===== config.mk =====
export PLATFORM = sky130hd
export DESIGN_NAME = decimation_sequencer
export DESIGN_NICKNAME = d
export VERILOG_FILES = /design/src/rtl/decimation_sequencer.sv
export SDC_FILE = /design/constraint.sdc
export NUM_CORES = 1
export LEC_CHECK = 0
export ABC_AREA = 1
export CORE_ASPECT_RATIO = 0.75
export CORE_MARGIN = 3
export CORE_UTILIZATION = 45
export CTS_CLUSTER_SIZE = 25
export DETAILED_ROUTE_END_ITERATION = 16
export PLACE_DENSITY = 0.7
export SETUP_SLACK_MARGIN = 0.4
export SYNTH_ARGS = -nofsm -noshare
export SYNTH_HDL_FRONTEND = slang
export SYNTH_SLANG_ARGS = --single-unit

===== constraint.sdc =====
create_clock -name clk -period 3.6 [get_ports clk]
set_input_delay 0.72 -clock clk [delete_from_list [all_inputs] [get_ports clk]]
set_output_delay 0.72 -clock clk [all_outputs]
set_load 0.02 [all_outputs]

===== src/rtl/decimation_sequencer.sv =====
// ---------------------------------------------------------------------------
// decimation_sequencer
//
// Purpose
//   Frame sequencer for a decimating accumulator. A sample index (count)
//   runs 1..active_ratio and then wraps back to 1. Each wrap closes one
//   frame. A new downsampling ratio can be requested at any time, but it
//   only takes effect at a frame boundary, so the frame in progress is
//   never cut short or stretched.
//
//   The block also produces these outputs:
//   - a valid-window flag
//   - staggered per-channel readout strobes
//   - a frame counter
//   - an acknowledge pulse and a sticky error flag for ratio requests
//
// Ports
//   clk         : single clock, all state changes on its rising edge
//   reset       : asynchronous, active-high reset
//   enable      : count advances only while high
//   ratio_in    : requested downsampling ratio
//   ratio_load  : single-cycle request to take ratio_in
//   window_len  : valid-window length, used live (not registered)
//   err_clr     : clears ratio_err
//   count       : current sample index within the frame (0 only after reset)
//   equal       : count has reached the active ratio (last sample of frame)
//   valid       : count is inside the valid window
//   dump        : per-channel readout strobes, dump[i] at count == i+1
//   frame_cnt   : completed frames, wraps modulo 2^FRAME_WIDTH
//   ratio_ack   : one-cycle pulse the cycle after a new ratio takes effect
//   ratio_err   : sticky flag, set by a rejected ratio request
// ---------------------------------------------------------------------------
module decimation_sequencer #(
   parameter int ACCUMULATIONS_WIDTH = 16,
   parameter int NUM_CHANNELS        = 4,
   parameter int FRAME_WIDTH         = 16,
   parameter int DEFAULT_RATIO       = 16
) (
   input  logic                           clk,
   input  logic                           reset,
   input  logic                           enable,
   input  logic [ACCUMULATIONS_WIDTH-1:0] ratio_in,
   input  logic                           ratio_load,
   input  logic [ACCUMULATIONS_WIDTH-1:0] window_len,
   input  logic                           err_clr,
   output logic [ACCUMULATIONS_WIDTH-1:0] count,
   output logic                           equal,
   output logic                           valid,
   output logic [NUM_CHANNELS-1:0]        dump,
   output logic [FRAME_WIDTH-1:0]         frame_cnt,
   output logic                           ratio_ack,
   output logic                           ratio_err
);

   // Ratio currently governing the frame, and a one-deep holding slot for
   // a request that is still waiting for the next frame boundary.
   logic [ACCUMULATIONS_WIDTH-1:0] active_ratio;
   logic [ACCUMULATIONS_WIDTH-1:0] pending_ratio;
   logic                           pending;

   // Decoded internal conditions
   logic count_at_ratio;
   logic count_is_zero;
   logic frame_boundary;
   logic frame_complete;
   logic load_ok;
   logic load_bad;
   logic apply_now;

   // Decode the frame position from registered state only. There are two
   // kinds of boundary edge:
   //   - the 0->1 start-up step, which restarts the count but does not
   //     close a frame;
   //   - the ratio->1 wrap, which restarts the count and also closes a
   //     frame.
   // A ratio below NUM_CHANNELS is rejected: a frame that short could not
   // give every channel its own dump slot.
   always_comb begin
      count_at_ratio = (count == active_ratio);
      count_is_zero  = (count == '0);
      frame_boundary = enable && (count_is_zero || count_at_ratio);
      frame_complete = enable && count_at_ratio;
      load_ok        = ratio_load && (ratio_in >= ACCUMULATIONS_WIDTH'(NUM_CHANNELS));
      load_bad       = ratio_load && !load_ok;
      apply_now      = frame_boundary && (pending || load_ok);
   end

   // Sample index. On a boundary edge the count restarts at 1. On every
   // other enabled edge it steps by one. It holds while enable is low.
   // Ratios only change on boundary edges, so count can never run past
   // the ratio that governs its frame.
   always_ff @(posedge clk or posedge reset) begin
      if (reset) begin
         count <= '0;
      end else if (enable) begin
         if (count_is_zero || count_at_ratio) begin
            count <= ACCUMULATIONS_WIDTH'(1);
         end else begin
            count <= count + ACCUMULATIONS_WIDTH'(1);
         end
      end
   end

   // Active ratio update. This happens only on a boundary edge.
   //   - A valid request arriving on that same edge goes straight in,
   //     bypassing the holding slot, so the newest request always wins.
   //   - Otherwise a waiting pending request is applied.
   // Either way the frame that starts on this edge runs under the new
   // ratio.
   always_ff @(posedge clk or posedge reset) begin
      if (reset) begin
         active_ratio <= ACCUMULATIONS_WIDTH'(DEFAULT_RATIO);
      end else if (frame_boundary) begin
         if (load_ok) begin
            active_ratio <= ratio_in;
         end else if (pending) begin
            active_ratio <= pending_ratio;
         end
      end
   end

   // Holding slot for a ratio request.
   //   - Applying a request (from the slot or by bypass) empties the slot.
   //   - A valid request on any other edge overwrites the slot (latest
   //     wins). This includes edges with enable low.
   //   - A rejected request never touches the slot.
   always_ff @(posedge clk or posedge reset) begin
      if (reset) begin
         pending_ratio <= '0;
         pending       <= 1'b0;
      end else if (apply_now) begin
         pending <= 1'b0;
      end else if (load_ok) begin
         pending_ratio <= ratio_in;
         pending       <= 1'b1;
      end
   end

   // Completed-frame counter. It counts only the wrap from the last sample
   // of a frame, never the start-up step out of count 0.
   always_ff @(posedge clk or posedge reset) begin
      if (reset) begin
         frame_cnt <= '0;
      end else if (frame_complete) begin
         frame_cnt <= frame_cnt + FRAME_WIDTH'(1);
      end
   end

   // Acknowledge is a registered copy of the apply condition. It is
   // therefore high for exactly the first cycle of the frame that runs
   // under the newly applied ratio.
   always_ff @(posedge clk or posedge reset) begin
      if (reset) begin
         ratio_ack <= 1'b0;
      end else begin
         ratio_ack <= apply_now;
      end
   end

   // Sticky rejection flag. Setting takes priority over clearing, so an
   // error raised in the same cycle as err_clr is not lost.
   always_ff @(posedge clk or posedge reset) begin
      if (reset) begin
         ratio_err <= 1'b0;
      end else if (load_bad) begin
         ratio_err <= 1'b1;
      end else if (err_clr) begin
         ratio_err <= 1'b0;
      end
   end

   // Status outputs, decoded from registered state. They are forced low
   // while reset is held, so nothing downstream sees a strobe during
   // reset.
   always_comb begin
      equal = !reset && count_at_ratio;
      valid = !reset && !count_is_zero && (count <= window_len);
   end

   // Staggered channel strobes: channel i reads out at sample i+1. The
   // strobes are qualified by enable, so a paused frame never repeats a
   // strobe while the count is held.
   genvar ch;
   generate
      for (ch = 0; ch < NUM_CHANNELS; ch++) begin : g_dump
         assign dump[ch] = !reset && enable &&
                           (count == ACCUMULATIONS_WIDTH'(ch + 1));
      end
   endgenerate

endmodule

### Word level (Yosys, flattened, before mapping)

Index checks and enable logic that the tools add are counted.

| operators by class | value |
|---|---|
| add/subtract/negate cells | 2 |
| equal/unequal tests | 5 |
| bitwise logic cells | 1 |
| reduce and logical (&&, ||, !) cells | 24 |
| mux-type cells | 7 |
| magnitude comparators | 2 |

Operator list:

| kind | number |
|---|---|
| two-way mux 16 bit | 3 |
| adder 16 x 1 -> 16 bit (second input constant) | 2 |
| == test 16 x 2 -> 1 bit (second input constant) | 2 |
| == test 16 x 1 -> 1 bit (second input constant) | 1 |
| == test 16 bit | 1 |
| == test 16 x 3 -> 1 bit (second input constant) | 1 |
| >= comparator 16 x 3 -> 1 bit (second input constant) | 1 |
| less-or-equal comparator 16 bit | 1 |
| zero test 16 bit | 1 |
| logical AND 1 bit | 13 |
| nonzero test 2 bit | 3 |
| two-way mux 1 bit | 4 |
| AND reduction 2 bit | 2 |
| zero test 1 bit | 3 |
| logical OR 1 bit | 2 |
| inverter 1 bit | 1 |

| word-level totals | value |
|---|---|
| bits of input ports | 37 |
| word-level logic and storage cells | 48 |
| output and inout bits | 40 |
| register bits | 67 |

### Logic depth before layout (Yosys ltp)

Gate-level depths: netlist (run 1).

| depth | value |
|---|---|
| word-level depth | 6 |
| depth in mapped cells | 13 |
| depth with buffers taken out | 12 |

### Worst setup path before layout (run 1)

Ideal clock, no wire load.

| path | value |
|---|---|
| path kind | in2out |
| start point | input reset |
| end point | output dump[3] |
| data arrival time | 3021 ps |
| cell stages on the path | 3 |
| required time | 2880 ps |
| path slack | -141 ps |
| buffers on the path | 0 |
| path through | inv_1 > nand2_1 > nor4_1 |

| on the way | value |
|---|---|
| longest elaborated chain between the ends | 3 |

Ends and longest elaborated chain:

| item | line | RTL |
|---|---|---|
| from (decl) | 40 | `input logic reset,` |
| zero test 1 bit | 186 | `assign dump[ch] = !reset && enable &&` |
| logical AND 1 bit (2 in a row) | 186 |  |
| to (decl) | 49 | `output logic [NUM_CHANNELS-1:0] dump,` |

No other way between the ends.

### Worst setup path in the final report (run 1)

| path | value |
|---|---|
| start point | input enable |
| end point | output dump[3] |

| on the way | value |
|---|---|
| longest elaborated chain between the ends | 2 |

Ends and longest elaborated chain:

| item | line | RTL |
|---|---|---|
| from (decl) | 41 | `input logic enable,` |
| logical AND 1 bit (2 in a row) | 186 |  |

No other way between the ends.

==> metrics.md, run 1 <==
| Metric | Value |
|---|---|
| Syn Area/Cell | `6.92 um2` |
| Clk pin slew, worst setup/hold paths | `60 ps` |
| Switching share of power | `0.318` |
| Dpl cell area | `0.00516 mm2` |
| Overall fraction of global-route tracks in use | `0.204` |
| TritonRoute pass-1 iters | `5` |
| Crit path DAT | `2370 ps` |
| Yosys cell types | `26` |
| Post-route cell area | `0.00547 mm2` |
| Fmax achieved | `324 MHz` |
| Synth Area in Compound Gates | `0.0386` |
| Largest net degree at the start of global routing | `57` |
| CP Launch Type | `primary input` |
| Nets@finish | `754` |
| Clk sink count | `67` |
| Top-Level Pins | `77` |
| Layout cell share with drive strength beyond 1 | `0.0542` |
| Pint | `1610 uW` |
| DRC viols | `0` |
| Worst Path Required | `2880 ps` |
| Layout area overhead | `27.6%` |
| Register bit total from synthesis | `67` |
| Sw Pwr | `752 uW` |
| Final setup violation count | `0` |
| # port buffers | `76` |
| Starting density of the core | `0.468` |
| Die W | `119 um` |
| CTS tree | `built` |
| Leak | `0.00278 uW` |
| Post-synthesis xor/xnor area fraction | `0.0429` |
| Diodes inserted | `0` |
| GR peak layer | `met1` |
| Outcome | `finished, final reports clean` |
| Pins over their slew limit | `0` |
| Synthesized area | `0.00428 mm2` |
| Max_slew headroom | `0.529` |
| Simple-gate share of the synthesized area | `0.379` |
| Syn Nets | `677` |
| Initial antenna violation count | `0` |
| Mapped Cells | `619` |
| Clk pwr share | `0.379` |
| Mux share of post-synthesis cell area | `0` |
| ANT nets after route | `0` |
| Die height | `90.5 um` |
| FP Rows | `30` |
| Final TNS setup | `0 ps` |
| Clock root buffer | `clkbuf_16` |
| Commonest cells after routing, fill and taps aside | `nand2_1 (236), clkdlybuf4s50_1 (72), inv_1 (67)` |
| Reg power frac | `0.385` |
| Die ar. | `0.0107 mm2` |
| Global route overflow | `0` |
| Post-CTS Setup Repair Bufs | `0` |
| Ys Warns | `0` |
| CTS Buf Count | `9` |
| Most common cell after layout, fill and taps aside | `nand2_1` |
| # Max-Cap Violations | `0` |
| First-pass GRT wire length | `18.3 mm` |
| M3 GR Usage | `0.0382` |
| RSZ-0062 raised after global routing | `yes` |
| PwrDens | `432 mW/mm2` |
| Crit Path Max Fanout | `4` |
| Detailed Route WL | `10.8 mm` |
| Largest family of logic cells by synthesized area | `simple AND/OR/NAND/NOR gates` |
| Fin crit share | `0.859` |
| Worst VDD drop | `214 uV` |
| Max H-tree Level | `3` |
| Logic pwr share | `0.235` |
| Tmin final | `3090 ps` |
| Sequential share of the synthesized area | `0.392` |
| Grt met1 use | `0.306` |
| Final hold vios | `0` |
| Placer congestion estimate | `0.950` |
| Vias per cell | `5.03` |
| Maximum buffer depth of the clock tree | `2` |
| DR vias | `4,168` |
| Initial DRC count | `266` |
| Critical path endpoint category | `output port` |
| Worst min path class | `reg2reg` |
| WS Path Type | `in2out` |
| Vias in the first global route | `3,777` |
| Avg WL per Cell | `13.0 um` |
| Slew @ Worst Pin | `706 ps` |
| Detailed placer's ending HPWL | `8.17 mm` |
| Adder-cell share of the synthesized area | `0.0613` |
| Clk_lat worst skew | `330 ps` |
| Clock Skews | `10.2 ps` |
| Core area | `0.00916 mm2` |
| Met2 Use GR | `0.295` |
[logic make-up (layout without fill, tap and decap cells)]
group | count (synthesis) | in the layout
buf+inv | 89 | 171
simple gates | 388 | 388
fa+ha+maj | 21 | 21
flops | 67 | 67
xor+xnor | 21 | 21
compound gates | 33 | 33
[stage by stage]
step / power, uW / hold slack [ps] / util / instances / setup WS (ps)
final: 2360 / 468 / 0.597 / 829 / 509
after global routing: 2510 / 499 / 0.597 / 829 / 339
after CTS: 2380 / 474 / 0.597 / 829 / 413
after detailed placement: 1480 / 458 / 0.563 / 813 / 120
after global placement: 1460 / 454 / 0.563 / 813 / 188
after floorplan: 1240 / 442 / - / 619 / 588
[power groups by stage]
stage	Clock, uW	Sequential (uW)	Combinational, uW
global placement	0	919	538
finish	897	911	557
floorplan	0	946	295
global route	954	923	630
CTS	918	909	557
detailed placement	0	923	557
[worst max-delay path, cell delays in order]
cell and delay [ps]:
clkdlybuf4s50_1 590, nand2_1 80, nor4_1 290, clkdlybuf4s50_1 680
[Yosys cell counts, drive strengths merged]
library cell	count	area [um2]
nand3b	1	7.51
nand4	28	175
nor3	14	70.1
clkbuf	5	18.8
xor2	20	175
or2	1	6.26
dfstp	1	26.3
buf	11	76.3
nand3	38	195
inv	73	274
a21oi	12	60.1
nor4	1	6.26
o21ai	21	105
dfrtp	66	1650
ha	21	263
xnor2	1	8.76
nand2	241	922
nor2	64	243
[state kept, by name (all words and copies together), names as in the netlist]
signal	flops
active_ratio	16
frame_cnt	16
ratio_err	1
pending	1
ratio_ack	1
count	16
pending_ratio	16
[routing by layer]
layer | routed length [um] | share of wire
met5 | 0 | 0
met4 | 196 | 0.018
met3 | 691 | 0.064
met2 | 4480 | 0.42
met1 | 5400 | 0.50
[repair_timing]
item / CTS / global route
resized for setup: 3 / 3
hold endpoints to repair: 0 / 0
endpoints found under the setup margin: 2 / 3
hold buffers: 0 / 0
pin swaps: 0 / 0
[area by class of cell]
cell class	instances	area, um2
multi-input cells	463	2240
flip-flops and latches	67	1680
well taps	128	160
inverters	73	278
fillers	885	3690
repair buffers	82	805
clock buffers	10	239
clock inverters	6	71.3
[final timing paths]
kind                                                    from                            end  slack (ps)  depth (start not counted)
worst max-delay path                                  enable                        dump[3]         510                          4
worst min-delay path            pending_ratio[8]$_DFFE_PP0P_   pending_ratio[8]$_DFFE_PP0P_         470                          2
worst max register to register          count[6]$_DFFE_PP0P_  pending_ratio[11]$_DFFE_PP0P_        1200                          9
worst min register to register  pending_ratio[8]$_DFFE_PP0P_   pending_ratio[8]$_DFFE_PP0P_         470                          2
max in group asynchronous                              reset   active_ratio[11]$_DFFE_PP0P_        2060                          3
min in group asynchronous                              reset           count[6]$_DFFE_PP0P_         850                          3
Note: power is estimated with default switching activity, not from simulation.
==> run 2: changes to the inputs <==
--- a/config.mk
+++ b/config.mk
@@ -6,6 +6,7 @@
 export NUM_CORES = 1
 export LEC_CHECK = 0
 export ABC_AREA = 1
+export ABC_CLOCK_PERIOD_IN_PS = 3600
 export CORE_ASPECT_RATIO = 0.75
 export CORE_MARGIN = 3
 export CORE_UTILIZATION = 45
==> results of run 2 <==
The final DEF is identical to that of run 1; final timing and power are the same.
